### src/rtl/multicycle_ctrl.sv
// Multicycle ARM control FSM: sequences the shared datapath and owns the NZCV flags.
// Moore outputs from state + instruction fields; condition is evaluated once, in DECODE.
module multicycle_ctrl (
  input  logic       clk,
  input  logic       reset,
  input  logic [3:0] Cond,
  input  logic [1:0] Op,
  input  logic [5:0] Funct,
  input  logic [3:0] Rd,
  input  logic [3:0] ALUFlags,
  output logic       PCWrite,
  output logic       IRWrite,
  output logic       MemWrite,
  output logic       RegWrite,
  output logic       AdrSrc,
  output logic       ALUSrcA,
  output logic [1:0] ALUSrcB,
  output logic [1:0] ALUControl,
  output logic [1:0] ResultSrc,
  output logic [1:0] ImmSrc,
  output logic [1:0] RegSrc,
  output logic [3:0] Flags,
  output logic [3:0] State
);

  typedef enum logic [3:0] {
    S_FETCH  = 4'd0,
    S_DECODE = 4'd1,
    S_MEMADR = 4'd2,
    S_MEMRD  = 4'd3,
    S_MEMWB  = 4'd4,
    S_MEMWR  = 4'd5,
    S_EXECR  = 4'd6,
    S_EXECI  = 4'd7,
    S_ALUWB  = 4'd8,
    S_BRANCH = 4'd9,
    S_EXECF  = 4'd10
  } state_t;

  state_t     state, state_nxt;
  logic [3:0] flags_q;
  logic       cond_ex;
  logic       is_cmp;
  logic       flag_upd;
  logic [1:0] alu_dec;

  assign is_cmp = (Funct[4:1] == 4'b1010);
  assign State  = state;
  assign Flags  = flags_q;
  assign ImmSrc = Op;
  assign RegSrc = {Op == 2'b01, Op == 2'b10};

  always_comb begin
    logic n, z, c, v;
    {n, z, c, v} = flags_q;
    cond_ex = 1'b0;
    case (Cond)
      4'b0000: cond_ex = z;
      4'b0001: cond_ex = !z;
      4'b0010: cond_ex = c;
      4'b0011: cond_ex = !c;
      4'b0100: cond_ex = n;
      4'b0101: cond_ex = !n;
      4'b0110: cond_ex = v;
      4'b0111: cond_ex = !v;
      4'b1000: cond_ex = c & !z;
      4'b1001: cond_ex = !(c & !z);
      4'b1010: cond_ex = (n == v);
      4'b1011: cond_ex = (n != v);
      4'b1100: cond_ex = !z & (n == v);
      4'b1101: cond_ex = !(!z & (n == v));
      4'b1110: cond_ex = 1'b1;
      default: cond_ex = 1'b0;
    endcase
  end

  always_comb begin
    case (Funct[4:1])
      4'b0100: alu_dec = 2'b00;
      4'b0010: alu_dec = 2'b01;
      4'b0000: alu_dec = 2'b10;
      4'b1100: alu_dec = 2'b11;
      default: alu_dec = 2'b00;
    endcase
  end

  always_comb begin
    state_nxt = S_FETCH;
    case (state)
      S_FETCH:  state_nxt = S_DECODE;
      S_DECODE: begin
        if (!cond_ex || Op == 2'b11) state_nxt = S_FETCH;
        else if (Op == 2'b01)        state_nxt = S_MEMADR;
        else if (Op == 2'b10)        state_nxt = S_BRANCH;
        else if (is_cmp)             state_nxt = S_EXECF;
        else if (Funct[5])           state_nxt = S_EXECI;
        else                         state_nxt = S_EXECR;
      end
      S_MEMADR: state_nxt = Funct[0] ? S_MEMRD : S_MEMWR;
      S_MEMRD:  state_nxt = S_MEMWB;
      S_EXECR,
      S_EXECI:  state_nxt = S_ALUWB;
      default:  state_nxt = S_FETCH;
    endcase
  end

  always_comb begin
    PCWrite    = 1'b0;
    IRWrite    = 1'b0;
    MemWrite   = 1'b0;
    RegWrite   = 1'b0;
    AdrSrc     = 1'b0;
    ALUSrcA    = 1'b0;
    ALUSrcB    = 2'b00;
    ALUControl = 2'b00;
    ResultSrc  = 2'b00;
    case (state)
      S_FETCH: begin
        IRWrite = 1'b1; PCWrite = 1'b1;
        ALUSrcA = 1'b1; ALUSrcB = 2'b10; ResultSrc = 2'b10;
      end
      S_DECODE: begin
        ALUSrcA = 1'b1; ALUSrcB = 2'b10; ResultSrc = 2'b10;
      end
      S_MEMADR: ALUSrcB = 2'b01;
      S_MEMRD:  AdrSrc = 1'b1;
      S_MEMWB:  begin ResultSrc = 2'b01; RegWrite = 1'b1; end
      S_MEMWR:  begin AdrSrc = 1'b1; MemWrite = 1'b1; end
      S_EXECR:  ALUControl = alu_dec;
      S_EXECI:  begin ALUSrcB = 2'b01; ALUControl = alu_dec; end
      S_EXECF:  begin ALUSrcB = Funct[5] ? 2'b01 : 2'b00; ALUControl = 2'b01; end
      S_ALUWB:  begin RegWrite = 1'b1; PCWrite = (Rd == 4'd15); end
      S_BRANCH: begin ALUSrcB = 2'b01; ResultSrc = 2'b10; PCWrite = 1'b1; end
      default: ;
    endcase
    // Reset suppresses all writes and presents the FETCH selects regardless of state.
    if (reset) begin
      PCWrite    = 1'b0;
      IRWrite    = 1'b0;
      MemWrite   = 1'b0;
      RegWrite   = 1'b0;
      AdrSrc     = 1'b0;
      ALUSrcA    = 1'b1;
      ALUSrcB    = 2'b10;
      ALUControl = 2'b00;
      ResultSrc  = 2'b10;
    end
  end

  assign flag_upd = ((state == S_EXECR || state == S_EXECI) && Funct[0]) || (state == S_EXECF);

  always_ff @(posedge clk) begin
    if (reset) begin
      state   <= S_FETCH;
      flags_q <= 4'b0000;
    end else begin
      state <= state_nxt;
      if (flag_upd) begin
        flags_q[3:2] <= ALUFlags[3:2];
        // Logic ops leave C and V untouched.
        if (ALUControl == 2'b00 || ALUControl == 2'b01)
          flags_q[1:0] <= ALUFlags[1:0];
      end
    end
  end

endmodule
### config.mk
export PLATFORM = sky130hd
export DESIGN_NAME = multicycle_ctrl
export DESIGN_NICKNAME = d
export VERILOG_FILES = /design/src/rtl/multicycle_ctrl.sv
export SDC_FILE = /design/constraint.sdc
export NUM_CORES = 1
export LEC_CHECK = 0
export ABC_AREA = 1
export CORE_ASPECT_RATIO = 1.2
export CORE_UTILIZATION = 39
export DETAILED_ROUTE_END_ITERATION = 8
export PLACE_DENSITY_LB_ADDON = 0.25
export SLEW_MARGIN = 20
export SYNTH_ARGS = -nofsm -noshare
export SYNTH_HDL_FRONTEND = slang
export SYNTH_SLANG_ARGS = --single-unit
### constraint.sdc
create_clock -name clk -period 1.45 [get_ports clk]
set_input_delay 0.2175 -clock clk [delete_from_list [all_inputs] [get_ports clk]]
set_output_delay 0.2175 -clock clk [all_outputs]
set_load 0.02 [all_outputs]
==> metrics.md <==
| Metric | Value |
|---|---|
| Clock root buffer | `clkbuf_4` |
| Largest vdd supply drop | `0.000489 V` |
| Post-Syn Area | `855 µm²` |
| WHS Path Cells | `2` |
| Nets | `256` |
| Register area | `175 µm²` |
| Sequential area share after synthesis | `0.187` |
| Cts bufs inserted | `3` |
| Vias per cell | `5.32` |
| Final worst-path cycle share | `1.09` |
| Total of max-cap violations | `0` |
| CP Class | `flop to primary output` |
| Final TNS setup | `-0.814 ns` |
| YS warnings | `0` |
| Cell Count, Final, Fillers Out | `262` |
| CP Launch Type | `flop` |
| Post-Syn Nets | `179` |
| Core area | `2070 µm²` |
| Layout cells sized above 1 | `0.457` |
| Clock Pin Slew Worst Setup and Hold Paths | `0.06 ns` |
| DRC errors left | `0` |
| Slew margin rel. | `0.808` |
| Hold buffers post-CTS | `0` |
| Initial antenna violation count | `0` |
| WL final | `3.79 mm` |
| Vias | `1,393` |
| RSZ-0062 raised after global routing | `true` |
| Slew @ Worst Pin | `0.285 ns` |
| Die Footprint | `2380 µm²` |
| CP max stage cell | `dfxtp_4` |
| All-Layer GR Usage | `0.282` |
| Failing checks | `negative setup slack` |
| Ant. Diodes | `0` |
| Synth Area per Inst | `5.44 µm²` |
| Pin count of the biggest net entering global routing | `8` |
| Congestion Overflow GR | `0` |
| Die H | `53.3 µm` |
| Hpwl dp | `2.27 mm` |
| Post-route cell area | `1760 µm²` |
| WP depth | `5` |
| Worst min-delay path class | `flop to flop` |
| # setup viols final | `10` |
| Multi-input gate area | `731 µm²` |
| First DRT Iteration DRCs | `47` |
| I/O Buffers | `45` |
| Die width | `44.7 µm` |
| Buffer and inverter count on the worst path | `2` |
| Fmax | `633 MHz` |
| Final worst setup slack | `-0.129 ns` |
| Family with the most delay on the worst path | `flip-flops` |
| Yosys cell types | `24` |
| Area after DPL | `1530 µm²` |
| Placed instance count | `254` |
| Initial Util | `0.412` |
| DRT antenna net count | `0` |
| H-tree depth | `1` |
| Worst path most repeated cell | `buf_4` |
| Critical Path RT | `1.23 ns` |
| Post-Syn Instances | `157` |
| Setup crit end kind | `primary output` |
| Status | `finished with violations` |
| Site Rows | `18` |
| Hold Fails Final Rpt | `0` |
| Worst-Skew Late Latency | `0.27 ns` |
| Clock sinks | `8` |
| Final GP Congestion | `0.956` |
| Cell Chain, Critical Path | `buf_4 -> nor2_4 -> nand3_2 -> a31oi_2 -> buf_4` |
| CTS tree | `done` |
| First-pass GRT wire length | `4.97 mm` |
| Cell area power density | `485 nW/µm²` |
| Crit path max fanout | `4` |
| FILL cells | `134` |
| CP max stage delay | `0.36 ns` |
| Synthesized flop and latch total | `8` |
| Final max-slew violation count | `0` |
| Lkg Pwr | `0.876 nW` |
| Worst R2R Path Depth | `9` |
| Vias in the first global route | `1,264` |
| P&R area growth vs syn | `106%` |
| DR WL/cell | `14.5 µm` |
| Worst path arrival time | `1.36 ns` |
| Clk_skew | `0.00926 ns` |
| First-pass iteration count of the detailed router | `4` |
| Clock buffer depth | `2` |
| I/O pin cnt | `46` |
| Final min period | `1.58 ns` |
## through the flow
stage	util	power [W]	setup WS (ns)	hold slack [ns]
5_1_grt	0.851	0.000879	-0.151	0.604
4_1_cts	0.799	0.000782	-0.0965	0.530
3_3_place_gp	0.738	0.000584	-0.523	0.531
2_1_floorplan	-	0.000399	-0.00591	0.365
6_report	0.851	0.000855	-0.129	0.580
3_5_place_dp	0.738	0.000594	-0.583	0.541
## timing repair
action,CTS,global route
endpoints found under the setup margin,26,21
buffers inserted,5,0
gates resized for setup,118,39
cloned,0,0
pin swaps,8,8
## kinds of logic after synthesis
group	after synthesis	share of synthesized area
flip-flops	8	0.187
AND/OR/NAND/NOR	88	0.463
buffers and inverters	34	0.168
AO/OA/AOI/OAI	27	0.182
## synthesized netlist by cell type
cell type / n / share of area
nand3b_1: 1 / 0.0088
a21oi_1: 10 / 0.059
dfxtp_1: 8 / 0.19
o21ai_0: 8 / 0.047
buf_2: 1 / 0.0059
o22ai_1: 2 / 0.015
nor2_1: 23 / 0.10
nand3_1: 21 / 0.12
o21ai_1: 1 / 0.0059
nand4_1: 4 / 0.029
inv_2: 6 / 0.026
buf_4: 4 / 0.035
clkinv_1: 2 / 0.0088
o21ai_2: 2 / 0.021
o211ai_1: 1 / 0.0088
nand2_1: 32 / 0.14
nor2_2: 4 / 0.029
o31ai_1: 1 / 0.0088
nand3_2: 1 / 0.012
nor2_4: 1 / 0.013
o31a_1: 1 / 0.010
inv_1: 21 / 0.092
nor3_1: 1 / 0.0059
a31oi_1: 1 / 0.0073
## cell type report
type / count / area share
flip-flops and latches: 8 / 0.0994
multi-input cells: 115 / 0.414
inverters: 29 / 0.0653
clock buffers: 3 / 0.0128
repair buffers: 77 / 0.387
well taps: 30 / 0.0213
## worst min-delay path: cells and delay by family, from the launching register on
kind | cells | cell delay [ns]
flops | 1 | 0.35
compound gates | 1 | 0.08
buf+inv | 1 | 0.10
## metal layers
layer  global-route usage  wire length [µm]  share of wire
met2                0.527              2050           0.54
met1                0.306              1520           0.40
met5                    0                 0              0
met3               0.0205               139          0.037
met4                0.157                87          0.023
## cell usage in the layout, fill, tap and decap left out, drive strengths merged
cell type / netlist / final
buf: 5 / 44
nand2: 32 / 32
nor2: 28 / 28
inv: 27 / 27
nand3: 22 / 22
dlygate4sd2: 0 / 15
clkdlybuf4s50: 0 / 13
o21ai: 11 / 11
a21oi: 10 / 10
dfxtp: 8 / 8
clkbuf: 0 / 5
nand4: 4 / 4
dlymetal6s2s: 0 / 3
o22ai: 2 / 2
clkinv: 2 / 2
a31oi: 1 / 1
o31a: 1 / 1
o31ai: 1 / 1
nor3: 1 / 1
o211ai: 1 / 1
nand3b: 1 / 1
## sequential cells by signal, summed over array words and instances, names as in the netlist
| name | flops |
|---|---|
| State | 4 |
| Flags | 4 |
## power by group
part,internal (W),switching (W),total (W)
Clock,0.0000957,0.0000905,0.000186
Sequential,0.000225,0.0000118,0.000236
Combinational,0.000200,0.000233,0.000433
Total,0.000520,0.000336,0.000855
## path summary, 6_finish.rpt
path	slack (ns)	endpoint	startpoint
max	-0.13	ALUSrcB[0]	State[0]
min	0.58	Flags[1]	Flags[1]
max reg2reg	0	State[3]	Flags[3]
min reg2reg	0.58	Flags[1]	Flags[1]
No activity file was read; power rests on OpenSTA's default activity.
